`src/rtl/cpc_eeprom_write_seq.sv`:
```
// In-system programming sequencer for the 28C256 EEPROM pairs on the
// eight-ROM board. Snoops Z80 writes to &C000-&FFFF and, once unlocked via
// the I/O port, turns each one into a fixed-width write-enable pulse. It
// also enforces the page-load window and the internal write-cycle time.
module cpc_eeprom_write_seq #(
  parameter logic [7:0]  PORT_HI      = 8'hDD,
  parameter int unsigned WE_CYCLES    = 2,
  parameter int unsigned PAGE_TIMEOUT = 400,
  parameter int unsigned WRITE_CYCLES = 40000
) (
  input  logic        CLK,
  input  logic        RESET_B,
  input  logic [15:0] A,
  input  logic [7:0]  D,
  input  logic        MREQ_B,
  input  logic        IOREQ_B,
  input  logic        RD_B,
  input  logic        WR_B,
  input  logic [3:0]  rom_sel,
  input  logic        sel_valid,
  output logic [3:0]  we_b,
  output logic [7:0]  dout,
  output logic        dout_en
);

  // Reload values are clamped to 1 so a running counter is never reloaded with 0.
  localparam logic [15:0] WE_LD = 16'((WE_CYCLES    == 0) ? 1 : WE_CYCLES);
  localparam logic [15:0] PT_LD = 16'((PAGE_TIMEOUT == 0) ? 1 : PAGE_TIMEOUT);
  localparam logic [15:0] WC_LD = 16'((WRITE_CYCLES == 0) ? 1 : WRITE_CYCLES);

  typedef enum logic [1:0] {LK_LOCKED, LK_HALF, LK_OPEN} lock_t;
  typedef enum logic [1:0] {ST_IDLE, ST_PULSE, ST_LOAD, ST_PROG} state_t;

  lock_t       lock_q, lock_d;
  state_t      state_q, state_d;
  logic [15:0] cnt_q, cnt_d;
  logic [7:0]  page_q, page_d;
  logic [1:0]  pair_q, pair_d;
  logic        err_q, err_d;
  logic [3:0]  we_b_q, we_b_d;
  logic [7:0]  dout_q, dout_d;
  logic        io_wr_prev_q, mw_prev_q;

  logic io_wr_c, mw_c, io_wr, det;
  logic is_open, match, last;
  logic err_set, err_clr;

  logic unused_ok;
  assign unused_ok = ^{A[5:0], rom_sel[3], rom_sel[0]};

  assign io_wr_c = !IOREQ_B && !WR_B && (A[15:8] == PORT_HI);
  assign mw_c    = !MREQ_B && !WR_B && (A[15:14] == 2'b11) && sel_valid;
  assign io_wr   = io_wr_c && !io_wr_prev_q;
  assign det     = mw_c && !mw_prev_q;
  assign is_open = (lock_q == LK_OPEN);
  assign match   = (A[13:6] == page_q) && (rom_sel[2:1] == pair_q);
  assign last    = (cnt_q == 16'd1);

  // Unlock sequence: &A5 then &5A opens; &00 relocks from anywhere and clears err.
  always_comb begin
    lock_d  = lock_q;
    err_clr = 1'b0;
    if (io_wr) begin
      if (D == 8'h00) begin
        lock_d  = LK_LOCKED;
        err_clr = 1'b1;
      end else begin
        case (lock_q)
          LK_LOCKED: if (D == 8'hA5) lock_d = LK_HALF;
          LK_HALF:   lock_d = (D == 8'h5A) ? LK_OPEN : LK_LOCKED;
          default:   lock_d = lock_q;
        endcase
      end
    end
  end

  // Write sequencing: pulse, page-load window, then programming time.
  always_comb begin
    state_d = state_q;
    cnt_d   = cnt_q;
    page_d  = page_q;
    pair_d  = pair_q;
    err_set = 1'b0;
    case (state_q)
      ST_IDLE: begin
        if (det && is_open) begin
          state_d = ST_PULSE;
          cnt_d   = WE_LD;
          page_d  = A[13:6];
          pair_d  = rom_sel[2:1];
        end
      end
      ST_PULSE: begin
        if (last) begin
          if (det && is_open && match) begin
            cnt_d = WE_LD;
          end else begin
            state_d = ST_LOAD;
            cnt_d   = PT_LD;
            err_set = det && is_open;
          end
        end else begin
          cnt_d   = cnt_q - 16'd1;
          err_set = det && is_open;
        end
      end
      ST_LOAD: begin
        if (last) begin
          // A byte landing on the expiry edge is too late for this page.
          state_d = ST_PROG;
          cnt_d   = WC_LD;
          err_set = det;
        end else if (det && is_open && match) begin
          state_d = ST_PULSE;
          cnt_d   = WE_LD;
        end else begin
          cnt_d   = cnt_q - 16'd1;
          err_set = det && is_open;
        end
      end
      ST_PROG: begin
        err_set = det;
        if (last) begin
          state_d = ST_IDLE;
          cnt_d   = 16'd0;
        end else begin
          cnt_d = cnt_q - 16'd1;
        end
      end
      default: begin
        state_d = ST_IDLE;
        cnt_d   = 16'd0;
      end
    endcase
  end

  // Registered outputs: one-hot-low write enable and the status byte.
  always_comb begin
    err_d  = err_clr ? 1'b0 : (err_q | err_set);
    we_b_d = (state_q == ST_PULSE) ? ~(4'b0001 << pair_q) : 4'hF;
    dout_d = {(state_d != ST_IDLE), err_d, (lock_d == LK_OPEN), 5'b0};
  end

  // State and output registers with synchronous active-low reset.
  always_ff @(posedge CLK) begin
    if (!RESET_B) begin
      lock_q       <= LK_LOCKED;
      state_q      <= ST_IDLE;
      cnt_q        <= 16'd0;
      page_q       <= 8'h00;
      pair_q       <= 2'd0;
      err_q        <= 1'b0;
      we_b_q       <= 4'hF;
      dout_q       <= 8'h00;
      io_wr_prev_q <= 1'b0;
      mw_prev_q    <= 1'b0;
    end else begin
      lock_q       <= lock_d;
      state_q      <= state_d;
      cnt_q        <= cnt_d;
      page_q       <= page_d;
      pair_q       <= pair_d;
      err_q        <= err_d;
      we_b_q       <= we_b_d;
      dout_q       <= dout_d;
      io_wr_prev_q <= io_wr_c;
      mw_prev_q    <= mw_c;
    end
  end

  assign we_b    = we_b_q;
  assign dout    = dout_q;
  assign dout_en = !IOREQ_B && !RD_B && (A[15:8] == PORT_HI);

endmodule

```
`config.mk`:
```
export PLATFORM = sky130hd
export DESIGN_NAME = cpc_eeprom_write_seq
export DESIGN_NICKNAME = d
export VERILOG_FILES = /design/src/rtl/cpc_eeprom_write_seq.sv
export SDC_FILE = /design/constraint.sdc
export NUM_CORES = 1
export LEC_CHECK = 0
export CAP_MARGIN = 30
export CORE_MARGIN = 4
export CORE_UTILIZATION = 51
export DETAILED_ROUTE_END_ITERATION = 12
export HOLD_SLACK_MARGIN = 0.12
export PLACE_DENSITY = 0.91
export SYNTH_ARGS = -nofsm -noshare
export SYNTH_HDL_FRONTEND = slang
export SYNTH_SLANG_ARGS = --single-unit
```
`constraint.sdc`:
```
create_clock -name CLK -period 2.5 [get_ports CLK]
set_input_delay 0.5 -clock CLK [delete_from_list [all_inputs] [get_ports CLK]]
set_output_delay 0.5 -clock CLK [all_outputs]
set_load 0.01 [all_outputs]
```
# Word-level counts from Yosys, hierarchy flattened
# Cells that the tools add are included.
dict set report op_classes {
  n_addsub 1
  n_eq_ne 14
  n_shift 1
  mux 26
  bitwise_logic 2
  n_reduce_logical 24
}
# op n
set ops {}
lappend ops {{16-bit 2-to-1 mux} 5}
lappend ops {{16-bit case mux with 4 select lines} 1}
lappend ops {{2-bit 2-to-1 mux} 10}
lappend ops {{16-bit by 1-bit equality test with 1-bit output (second input constant)} 1}
lappend ops {{8-bit equality test (second input constant)} 2}
lappend ops {{16-bit by 1-bit subtractor with 16-bit output (second input constant)} 1}
lappend ops {{1-bit logical AND} 12}
lappend ops {{2-bit equality test (second input constant)} 5}
lappend ops {{9-bit 2-to-1 mux} 1}
lappend ops {{8-bit by 7-bit equality test with 1-bit output (second input constant)} 1}
lappend ops {{8-bit equality test} 1}
lappend ops {{8-bit zero test} 1}
lappend ops {{2-bit case mux with 4 select lines} 1}
lappend ops {{1-bit zero test} 6}
lappend ops {{1-bit 2-to-1 mux} 6}
lappend ops {{2-bit by 1-bit equality test with 1-bit output (second input constant)} 2}
lappend ops {{2-bit zero test} 2}
lappend ops {{4-bit NOT} 1}
lappend ops {{2-bit case mux with 2 select lines} 1}
lappend ops {{2-bit AND reduction} 2}
lappend ops {{1-bit by 2-bit left shift with 4-bit output (first input constant)} 1}
lappend ops {{1-bit case mux with 3 select lines} 1}
lappend ops {{2-bit equality test} 1}
lappend ops {{2-bit != test (second input constant)} 1}
lappend ops {{2 further kinds} 2}
dict set report word_totals {
  regBits 45
  output_inout_bits 13
  word_cells 79
}

# Depth between registers and ports, before layout
# Gate-level depths: netlist of the first run.
dict set report depth {
  depth_word 12
  mapped_depth 9
}

# Worst setup path before layout of the first run
# No wires, ideal clock.
dict set report synth_timing {
  path_kind {in2reg}
  from {input port WR_B}
  to {register cnt_q[6]}
  setup_time_ns 0.115
  arrival_time_ns 2.072
  t_required_ns 2.385
  setup_slack_ns 0.313
  stages 7
  path_buffers 1
  path_cell_list {nor4b_4 > nand4_4 > or4_1 > clkbuf_2 > a31oi_1 > o22ai_1 > o21a_1}
}
dict set report synth_via {
  elab_chain_cells 10
  word_cells_on_any_way 11
}
# element line_no
set synth_lines {}
lappend synth_lines {{start, declared} 18} ;# input logic WR_B,
lappend synth_lines {{1-bit zero test (*)} 52} ;# assign mw_c = !MREQ_B && !WR_B && (A[15:14] == 2'b11) && sel_valid;
lappend synth_lines {{1-bit logical AND (*) (3 in a row)} 52}
lappend synth_lines {{1-bit logical AND (*)} 54} ;# assign det = mw_c && !mw_prev_q;
lappend synth_lines {{1-bit logical AND (*)} {86, 113}}
lappend synth_lines {{1-bit logical AND} 113} ;# end else if (det && is_open && match) begin
lappend synth_lines {{16-bit 2-to-1 mux} 113}
lappend synth_lines {{16-bit 2-to-1 mux} 108} ;# if (last) begin
lappend synth_lines {{16-bit case mux with 4 select lines} 84} ;# case (state_q)
lappend synth_lines {{end signal, assigned} 160} ;# cnt_q <= cnt_d;
lappend synth_lines {{end, declared} 36} ;# logic [15:0] cnt_q, cnt_d;
# Mark *: on every way between the ends. The rest lies on a longest branch, timed or not.
# A chain may end at the register's enable or synchronous reset.

# Worst setup path after layout of the first run
dict set report layout_timing {
  from {input port MREQ_B}
  to {register cnt_q[8]}
}
dict set report layout_via {
  elab_chain_cells 10
  word_cells_on_any_way 13
}
# element line_no
set layout_lines {}
lappend layout_lines {{start, declared} 15} ;# input logic MREQ_B,
lappend layout_lines {{1-bit zero test (*)} 52}
lappend layout_lines {{1-bit logical AND (*) (3 in a row)} 52}
lappend layout_lines {{1-bit logical AND (*)} 54}
lappend layout_lines {{1-bit logical AND (*)} {86, 95, 113}}
lappend layout_lines {{1-bit logical AND} {95, 113}}
lappend layout_lines {{16-bit 2-to-1 mux or 9-bit 2-to-1 mux (tied branches)} {113, 95}}
lappend layout_lines {{16-bit 2-to-1 mux (on tied branches)} {108, 94}}
lappend layout_lines {{16-bit case mux with 4 select lines} 84}
# Marked as above.

==> flow_metrics.env, run 1 <==
export IMPL_io_pins=48
export IMPL_final_util_pct=68.05
export IMPL_clockBufferDepth=2
export IMPL_cts_clk_slew_worst_paths_ps=80
export IMPL_design_core_area_sq_um=4354
export IMPL_finalPower_mw=1.342
export IMPL_finalSetupTns_ps=0
export IMPL_use_met3_pct=4.673
export IMPL_numCtsBuffers=5
export IMPL_ir_drop_v=0.0003712
export IMPL_required_ps=2690
export IMPL_vias=2533
export IMPL_multi_input_area_sq_um=1416
export IMPL_seq_area_sq_um=780.7
export IMPL_ys_warnings_count=0
export IMPL_slew_viol_final=0
export IMPL_cts_htree_levels=2
export IMPL_cts_tree="done"
export IMPL_portBuffers=34
export IMPL_p_per_area_nw_per_um2=452.8
export IMPL_p_seq_share_pct=46.3
export IMPL_power_frac_clock_pct=46.7
export IMPL_grt_usage_pct=24.02
export IMPL_die_area_sq_um=5659
export IMPL_grt_busiest_layer="met2"
export IMPL_areaGrowthSynthToFinish_pct=28.56
export IMPL_cap_violations=0
export IMPL_crit_fanout=6
export IMPL_wl_per_cell_um=17.25
export IMPL_cp_arrival_ps=2650
export IMPL_finClkSkew_ps=7.336
export IMPL_start_kind="primary input"
export IMPL_grt_pass1_vias=2343
export IMPL_p_comb_share_pct=7.0
export IMPL_netlist_area_sq_um=2305
export IMPL_drtIter0Drc=298
export IMPL_synth_async_reset_ratio_pct=0
export IMPL_fin_crit_sh_pct=98.36
export IMPL_yosys_most_used_dff="dfxtp_1"
export IMPL_swShare_pct=20.13
export IMPL_start_util_pct=52.93
export IMPL_outcome="completed"
export IMPL_avgSynthCellArea_sq_um=7.947
export IMPL_synth_edf_count=0
export IMPL_rsz0062_at_grt="true"
export IMPL_synth_common_cells="dfxtp_1, nand2_1, nor3_1"
export IMPL_worst_slew_pin_slew_ps=700.9
export IMPL_end_kind="register"
export IMPL_dp_hpwl_um=4824
export IMPL_hold_ws_ps=458.8
export IMPL_synthMostInstantiatedCell="dfxtp_1"
export IMPL_drt_wl_total_um=6781
export IMPL_grt_pass1_wl_um=10430
export IMPL_gp_congestion=0.9439
export IMPL_cts_root_buffer_cell="clkbuf_8"
export IMPL_p_leak_nw=1.076
export IMPL_synth_cell_types=62
export IMPL_clock_sinks=39
export IMPL_drt_pass1_iterations=5
export IMPL_grt_overflow_total=0
export IMPL_p_switching_mw=0.2701
export IMPL_dp_cells=384
export IMPL_antenna_left=0
export IMPL_synth_seq_cells=39
export IMPL_layout_nets=377
export IMPL_die_y_um=75.23
export IMPL_rows=24
export IMPL_ys_seq_area_share_pct=33.88
export IMPL_holdCritPathClass="register to register"
export IMPL_num_fill_cells=350
export IMPL_fin_cells=393
export IMPL_grt_max_degree=19
export IMPL_max_freq_ghz=0.4067
export IMPL_clk_latency_ps=300
export IMPL_globalRouteMet2Util_pct=41.49
export IMPL_finalCriticalPeriod_ps=2459
export IMPL_die_x_um=75.23
export IMPL_hold_violations=0
export IMPL_drc=0
export IMPL_antenna_found_initial=0
export IMPL_path_class="primary input to register"
export IMPL_synthTopCellsByArea="dfxtp_1, nor3_1, nand2_1"
export IMPL_num_antenna_cells=0
export IMPL_setup_viol=0
export IMPL_via_per_inst=6.445
export IMPL_p_int_mw=1.072
export IMPL_layout_drive_gt1_share_pct=14.08
export IMPL_relSlewSlack_pct=53.02
export IMPL_synthCells=290
export IMPL_synth_top_cell_area_share_pct=33.88
export IMPL_synth_top_cell_by_area="dfxtp_1"
export IMPL_grt_util_met1_pct=29.13
## layout make-up
cell class / count / share of cell area [%]
Clock buffer: 6 / 2.449
Clock inverter: 2 / 2.027
Inverter: 5 / 0.6334
Multi-Input combinational cell: 227 / 47.80
Sequential cell: 39 / 26.35
Tap cell: 52 / 2.196
Timing Repair Buffer: 62 / 18.54
## state kept, by name, summed over array words and instances, names as in the netlist
name / flops
cnt_q: 16
dout: 3
io_wr_prev_q: 1
lock_q: 2
mw_prev_q: 1
page_q: 8
pair_q: 2
state_q: 2
we_b: 4
## cell usage in the layout, fill, tap and decap left out, drive strengths merged, types with 3 or more instances in the layout
cell / synthesis / routed
nand2: 30 / 30
clkdlybuf4s50: 0 / 33
nor4: 9 / 9
nor2: 15 / 15
dfxtp: 39 / 39
xnor2: 11 / 11
nand4: 8 / 8
a211oi: 8 / 8
conb: 1 / 5
a31oi: 3 / 3
a21oi: 20 / 20
or4: 6 / 6
inv: 4 / 4
nand3: 20 / 20
clkbuf: 11 / 6
buf: 12 / 28
o22ai: 4 / 4
o31ai: 6 / 6
o21ai: 13 / 13
nor3: 26 / 26
## worst paths after layout
path	from	slack (ps)	to	depth (start not counted)
worst max-delay path	MREQ_B	40	cnt_q[8]	9
worst min-delay path	pair_q[0]	460	we_b[3]	1
worst max register to register	cnt_q[1]	110	cnt_q[7]	8
worst min register to register	pair_q[0]	460	we_b[3]	1
## metal layers
| metal | wire length [um] | up-vias |
|---|---|---|
| li1 | - | 1187 |
| met1 | 2548 | 1174 |
| met2 | 3382 | 142 |
| met3 | 632 | 30 |
| met4 | 218 | 0 |
| met5 | 0 | - |
## power groups by stage
stage | clock network (mW) | registers, mW | logic [mW]
6_report | 0.627 | 0.621 | 0.0940
5_1_grt | 0.665 | 0.621 | 0.0994
4_1_cts | 0.634 | 0.621 | 0.0923
3_5_place_dp | 0 | 0.636 | 0.0906
3_3_place_gp | 0 | 0.636 | 0.0888
2_1_floorplan | 0 | 0.635 | 0.0351
## per-stage QoR
| stage | worst slack, ps | cell area [sq um] |
|---|---|---|
| final | 40.97 | 2963 |
| after global routing | -11.22 | 2963 |
| after CTS | 9.447 | 2958 |
| after detailed placement | -266.1 | 2813 |
| after global placement | -239.1 | 2813 |
| after floorplan | 313.2 | 2320 |
## critical path: stages
cell and delay (ps):
clkdlybuf4s50_1 450, nor4b_4 340, nand4_4 130, buf_4 180, nor4_2 300, buf_4 200, nor2_1 80, a221o_1 330
o211a_1 130
## repair_timing
item / 4_1_cts / 5_1_grt
setup buffers: 1 / 0
setup endpoints to repair: 2 / 8
pin swaps: 0 / 2
hold buffers: 0 / 0
resized for setup: 3 / 1
## logic make-up after synthesis
group,share of synthesized area (%)
adder cells (fa/ha/maj),1.520
XOR/XNOR,4.560
other,0.1627
AO/OA/AOI/OAI,21.07
AND/OR/NAND/NOR,33.01
buffers and inverters,5.809
flip-flops,33.88
Power figures use the tool's default switching activity.
==> run 2, diff against run 1 <==
Settings changed: CORE_UTILIZATION 51 to 55, PLACE_DENSITY 0.91 to 0.95.
Clock period 2.5 ns to 3.1 ns, I/O delays scaled along.
==> flow_metrics.env, run 2 (same netlist as run 1, synthesis figures left out) <==
export IMPL_outcome="completed"
export IMPL_wl_per_cell_um=16.27
export IMPL_most_common_layout_cells="dfxtp_1, clkdlybuf4s50_1, nand2_1"
export IMPL_p_leak_nw=0.9763
export IMPL_mostFrequentLayoutCell="dfxtp_1"
export IMPL_p_switching_mw=0.2238
export IMPL_num_antenna_cells=0
export IMPL_grt_max_degree=20
export IMPL_vias=2437
export IMPL_rsz0062_at_grt="false"
export IMPL_required_ps=2480
export IMPL_worst_slew_pin_slew_ps=945.8
export IMPL_clk_latency_ps=300
export IMPL_fin_crit_sh_pct=91.79
export IMPL_cts_clk_slew_worst_paths_ps=80
export IMPL_cp_arrival_ps=2230
export IMPL_clock_sinks=39
export IMPL_die_x_um=72.74
export IMPL_slew_viol_final=0
export IMPL_start_kind="primary input"
export IMPL_p_per_area_nw_per_um2=360.3
export IMPL_cts_resized=0
export IMPL_post_cts_buffers=0
export IMPL_grt_overflow_total=0
export IMPL_ir_drop_v=0.0002316
export IMPL_swShare_pct=22.19
export IMPL_crit_chain="clkdlybuf4s50_1 -> and3b_1 -> nand3_1 -> nor2_1 -> clkdlybuf4s50_1"
export IMPL_cts_tree="done"
export IMPL_finalCriticalPeriod_ps=2845
export IMPL_areaGrowthSynthToFinish_pct=21.44
export IMPL_drt_wl_total_um=6068
export IMPL_antenna_left=0
export IMPL_die_y_um=72.74
export IMPL_crit_top_cell="clkdlybuf4s50_1"
export IMPL_p_seq_share_pct=49.6
export IMPL_design_core_area_sq_um=4029
export IMPL_max_freq_ghz=0.3514
export IMPL_hold_ws_ps=459.1
export IMPL_grt_pass1_wl_um=9846
export IMPL_largest_reg_flops=16
export IMPL_cts_htree_levels=2
export IMPL_layout_drive_gt1_share_pct=8.669
export IMPL_p_int_mw=0.7847
export IMPL_finClkSkew_ps=5.476
export IMPL_end_kind="primary output"
export IMPL_grt_pass1_vias=2194
export IMPL_setup_viol=0
export IMPL_path_class="primary input to primary output"
export IMPL_finalSetupTns_ps=0
export IMPL_holdCritPathClass="register to register"
export IMPL_rows=23
export IMPL_drtIter0Drc=312
export IMPL_p_comb_share_pct=7.1
export IMPL_path_delay_family="buffers and inverters"
export IMPL_top_register="cnt_q"
export IMPL_dp_hpwl_um=4478
export IMPL_cts_root_buffer_cell="clkbuf_8"
export IMPL_start_util_pct=57.20
export IMPL_crit_fanout=3
export IMPL_slowest_delay_ps=560
export IMPL_portBuffers=34
export IMPL_crit_buf_inv=2
export IMPL_via_per_inst=6.534
export IMPL_power_frac_clock_pct=43.3
export IMPL_numCtsBuffers=5
export IMPL_cts_hold_buf=0
export IMPL_die_area_sq_um=5290
export IMPL_gp_congestion=0.9488
export IMPL_slowest_stage="clkdlybuf4s50_1"
export IMPL_layout_nets=359
export IMPL_relSlewSlack_pct=36.71
export IMPL_num_fill_cells=322
export IMPL_grt_usage_pct=23.54
export IMPL_clockBufferDepth=2
export IMPL_drt_pass1_iterations=5
export IMPL_io_pins=48
export IMPL_antenna_found_initial=0
export IMPL_drc=0
export IMPL_cap_violations=0
export IMPL_hold_violations=0
## run 2: metal layers
metal / vias up / wire, um / track usage [%]
li1: 1152 / - / -
met1: 1090 / 2403 / 28.46
met2: 162 / 2847 / 39.48
met3: 33 / 568 / 5.234
met4: 0 / 249 / 11.07
met5: - / 0 / 0
## run 2: worst register-to-register path, cell delays in order, from the launching register on
cell	delay (ps)
dfxtp_1	380
nor4_1	560
nand4_1	410
buf_4	290
o21ai_0	180
o21ai_0	260
and3_1	270
## run 2: power by group through the flow
stage	clock network [mW]	registers [mW]	logic [mW]
4_1_cts	0.441	0.501	0.0709
2_1_floorplan	0	0.512	0.0283
3_3_place_gp	0	0.513	0.0690
5_1_grt	0.459	0.501	0.0764
3_5_place_dp	0	0.513	0.0707
6_report	0.437	0.501	0.0714
## run 2: cell type report
| cell class | instances | area (sq um) | share of cell area [%] |
|---|---|---|---|
| clock buffer | 5 | 68.82 | 2.459 |
| clock inverter | 3 | 47.55 | 1.699 |
| inverter | 5 | 18.77 | 0.6705 |
| multi-input combinational | 227 | 1405 | 50.20 |
| timing repair buffer | 44 | 415.4 | 14.84 |
| tap | 50 | 62.56 | 2.235 |
| sequential | 39 | 780.7 | 27.89 |
## run 2: path summary, 6_finish.rpt
check                           slack [ps]  cells after the start       from        end
worst min register to register         460                      2  cnt_q[15]  cnt_q[15]
worst max-delay path                   250                      5      A[15]    dout_en
worst max register to register         660                      6  cnt_q[12]   cnt_q[9]
worst min-delay path                   460                      2  cnt_q[15]  cnt_q[15]
## run 2: through the flow
stage          std cells  utilization [%]  setup slack, ps  power, mW  area [sq um]
2_1_floorplan        294                -            793.2     0.5408          2320
3_3_place_gp         365            66.58            213.0     0.5815          2683
3_5_place_dp         365            66.58            147.4     0.5832          2683
4_1_cts              373            69.47            249.9      1.013          2799
5_1_grt              373            69.47            186.9      1.036          2799
6_report             373            69.47            254.6      1.009          2799
==> run 3, diff against run 2 <==
Settings changed: ABC_AREA from default to 0, GPL_TIMING_DRIVEN from default to 0, HOLD_SLACK_MARGIN 0.12 to default.
==> flow_metrics.env, run 3 (same netlist as run 1, synthesis figures left out) <==
export IMPL_swShare_pct=21.38
export IMPL_hold_violations=0
export IMPL_drt_pass1_iterations=5
export IMPL_drtIter0Drc=355
export IMPL_gp_congestion=0.9640
export IMPL_numCtsBuffers=5
export IMPL_holdPathEnd="cnt_q[15]"
export IMPL_finClkSkew_ps=3.184
export IMPL_outcome="completed"
export IMPL_portBuffers=33
export IMPL_required_ps=3290
export IMPL_die_y_um=72.74
export IMPL_cap_violations=0
export IMPL_cp_arrival_ps=3070
export IMPL_hold_start="cnt_q[15]"
export IMPL_max_freq_ghz=0.3471
export IMPL_hold_depth=2
export IMPL_slew_viol_final=0
export IMPL_cts_hold_buf=0
export IMPL_antenna_found_initial=0
export IMPL_worst_r2r_endpoint="cnt_q[10]"
export IMPL_fin_crit_sh_pct=92.95
export IMPL_clock_sinks=39
export IMPL_cts_root_buffer_cell="clkbuf_8"
export IMPL_cts_htree_levels=2
export IMPL_rr_worst_depth=8
export IMPL_path_delay_family="compound AO/OA/AOI/OAI gates"
export IMPL_io_pins=48
export IMPL_grt_usage_pct=25.01
export IMPL_start_util_pct=57.20
export IMPL_grt_pass1_vias=2257
export IMPL_grt_pass1_wl_um=10600
export IMPL_layout_drive_gt1_share_pct=8.657
export IMPL_cts_resized=0
export IMPL_setup_viol=0
export IMPL_largest_reg_flops=16
export IMPL_clockBufferDepth=2
export IMPL_power_frac_clock_pct=43.6
export IMPL_cts_clk_slew_worst_paths_ps=80
export IMPL_areaGrowthSynthToFinish_pct=22.80
export IMPL_slowest_stage="o31ai_1"
export IMPL_p_int_mw=0.8031
export IMPL_grt_max_degree=13
export IMPL_holdCritPathClass="register to register"
export IMPL_p_seq_share_pct=49.0
export IMPL_via_per_inst=6.579
export IMPL_design_core_area_sq_um=4029
export IMPL_rsz0062_at_grt="false"
export IMPL_end_kind="register"
export IMPL_crit_fanout=7
export IMPL_post_cts_buffers=0
export IMPL_start_kind="primary input"
export IMPL_mostFrequentLayoutCell="dfxtp_1"
export IMPL_layout_nets=371
export IMPL_relSlewSlack_pct=23.28
export IMPL_finalSetupTns_ps=0
export IMPL_wl_per_cell_um=16.96
export IMPL_drt_wl_total_um=6529
export IMPL_p_comb_share_pct=7.4
export IMPL_rows=23
export IMPL_p_switching_mw=0.2183
export IMPL_crit_chain="clkdlybuf4s50_1 -> xnor2_1 -> nand4_1 -> o31ai_1 -> nor3_1 -> o31a_1 -> o21a_1"
export IMPL_finalCriticalPeriod_ps=2881
export IMPL_reg2reg_from="cnt_q[1]"
export IMPL_most_common_layout_cells="dfxtp_1, clkdlybuf4s50_1, nand2_1"
export IMPL_drc=0
export IMPL_r2r_slack_ps=410
export IMPL_clk_latency_ps=300
export IMPL_crit_buf_inv=1
export IMPL_hold_ws_ps=456.8
export IMPL_top_register="cnt_q"
export IMPL_final_util_pct=70.25
export IMPL_cts_tree="done"
export IMPL_dp_hpwl_um=4694
export IMPL_grt_overflow_total=0
export IMPL_p_per_area_nw_per_um2=360.9
export IMPL_die_area_sq_um=5290
export IMPL_worst_slew_pin_slew_ps=1141
export IMPL_die_x_um=72.74
export IMPL_antenna_left=0
export IMPL_ir_drop_v=0.0003010
export IMPL_path_class="primary input to register"
export IMPL_num_antenna_cells=0
export IMPL_slowest_delay_ps=990
export IMPL_vias=2533
export IMPL_p_leak_nw=0.9971
[run 3: cell types whose count changed in the layout (fill, tap and decap cells not counted), sizes merged]
cell / delta
clkbuf: +12
buf: +2
inv: -1
clkdlybuf4s50: -1
[run 3: power groups by stage]
stage               clock (mW)  sequential, mW  combinational, mW
floorplan                    0           0.512             0.0283
global placement             0           0.512             0.0719
detailed placement           0           0.513             0.0741
CTS                      0.444           0.501             0.0740
global route             0.466           0.501             0.0805
finish                   0.445           0.501             0.0757
[run 3: final cells by class]
cell class                      count  area, sq um
Multi-Input combinational cell    227         1405
Timing Repair Buffer               33        330.3
Clock buffer                        6        82.58
Buffer                             23        115.1
Sequential cell                    39        780.7
Clock inverter                      2        35.03
Inverter                            5        18.77
Tap cell                           50        62.56
Fill cell                         310         1199
[run 3: metal layers]
layer	global-route usage, %	part of all wire [%]	vias up
li1	-	-	1174
met1	32.31	40	1177
met2	40.88	47	157
met3	5.923	10	25
met4	8.402	2.7	0
met5	0	0	-
[run 3: how the worst max path moves through the flow]
stage                     endpoint  startpoint  slack [ps]  cells after the start
after floorplan           cnt_q[6]        WR_B         790                      7
after global placement    cnt_q[6]        A[9]          90                      7
after detailed placement  cnt_q[6]        WR_B          30                      8
after CTS                  dout_en       A[11]         300                      5
after global routing      cnt_q[4]        A[9]         140                      7
final                     cnt_q[6]        A[9]         220                      7
[run 3: worst register-to-register path, delay by kind of cell (launching register included)]
| family | cells | cell delay (ps) |
|---|---|---|
| and+or+nand+nor | 3 | 1390 |
| AOI/OAI and AO/OA | 3 | 480 |
| DFF | 1 | 320 |
| adders and majority gates | 1 | 240 |
| buffers and inverters | 1 | 130 |
[run 3: metrics by stage]
stage	total power, mW	cells	setup slack (ps)	cell area (sq um)
global route	1.047	385	142.9	2830
floorplan	0.5408	294	793.2	2320
detailed placement	0.5866	377	31.41	2713
global placement	0.5844	377	93.38	2713
CTS	1.018	385	301.0	2830
finish	1.021	385	218.6	2830
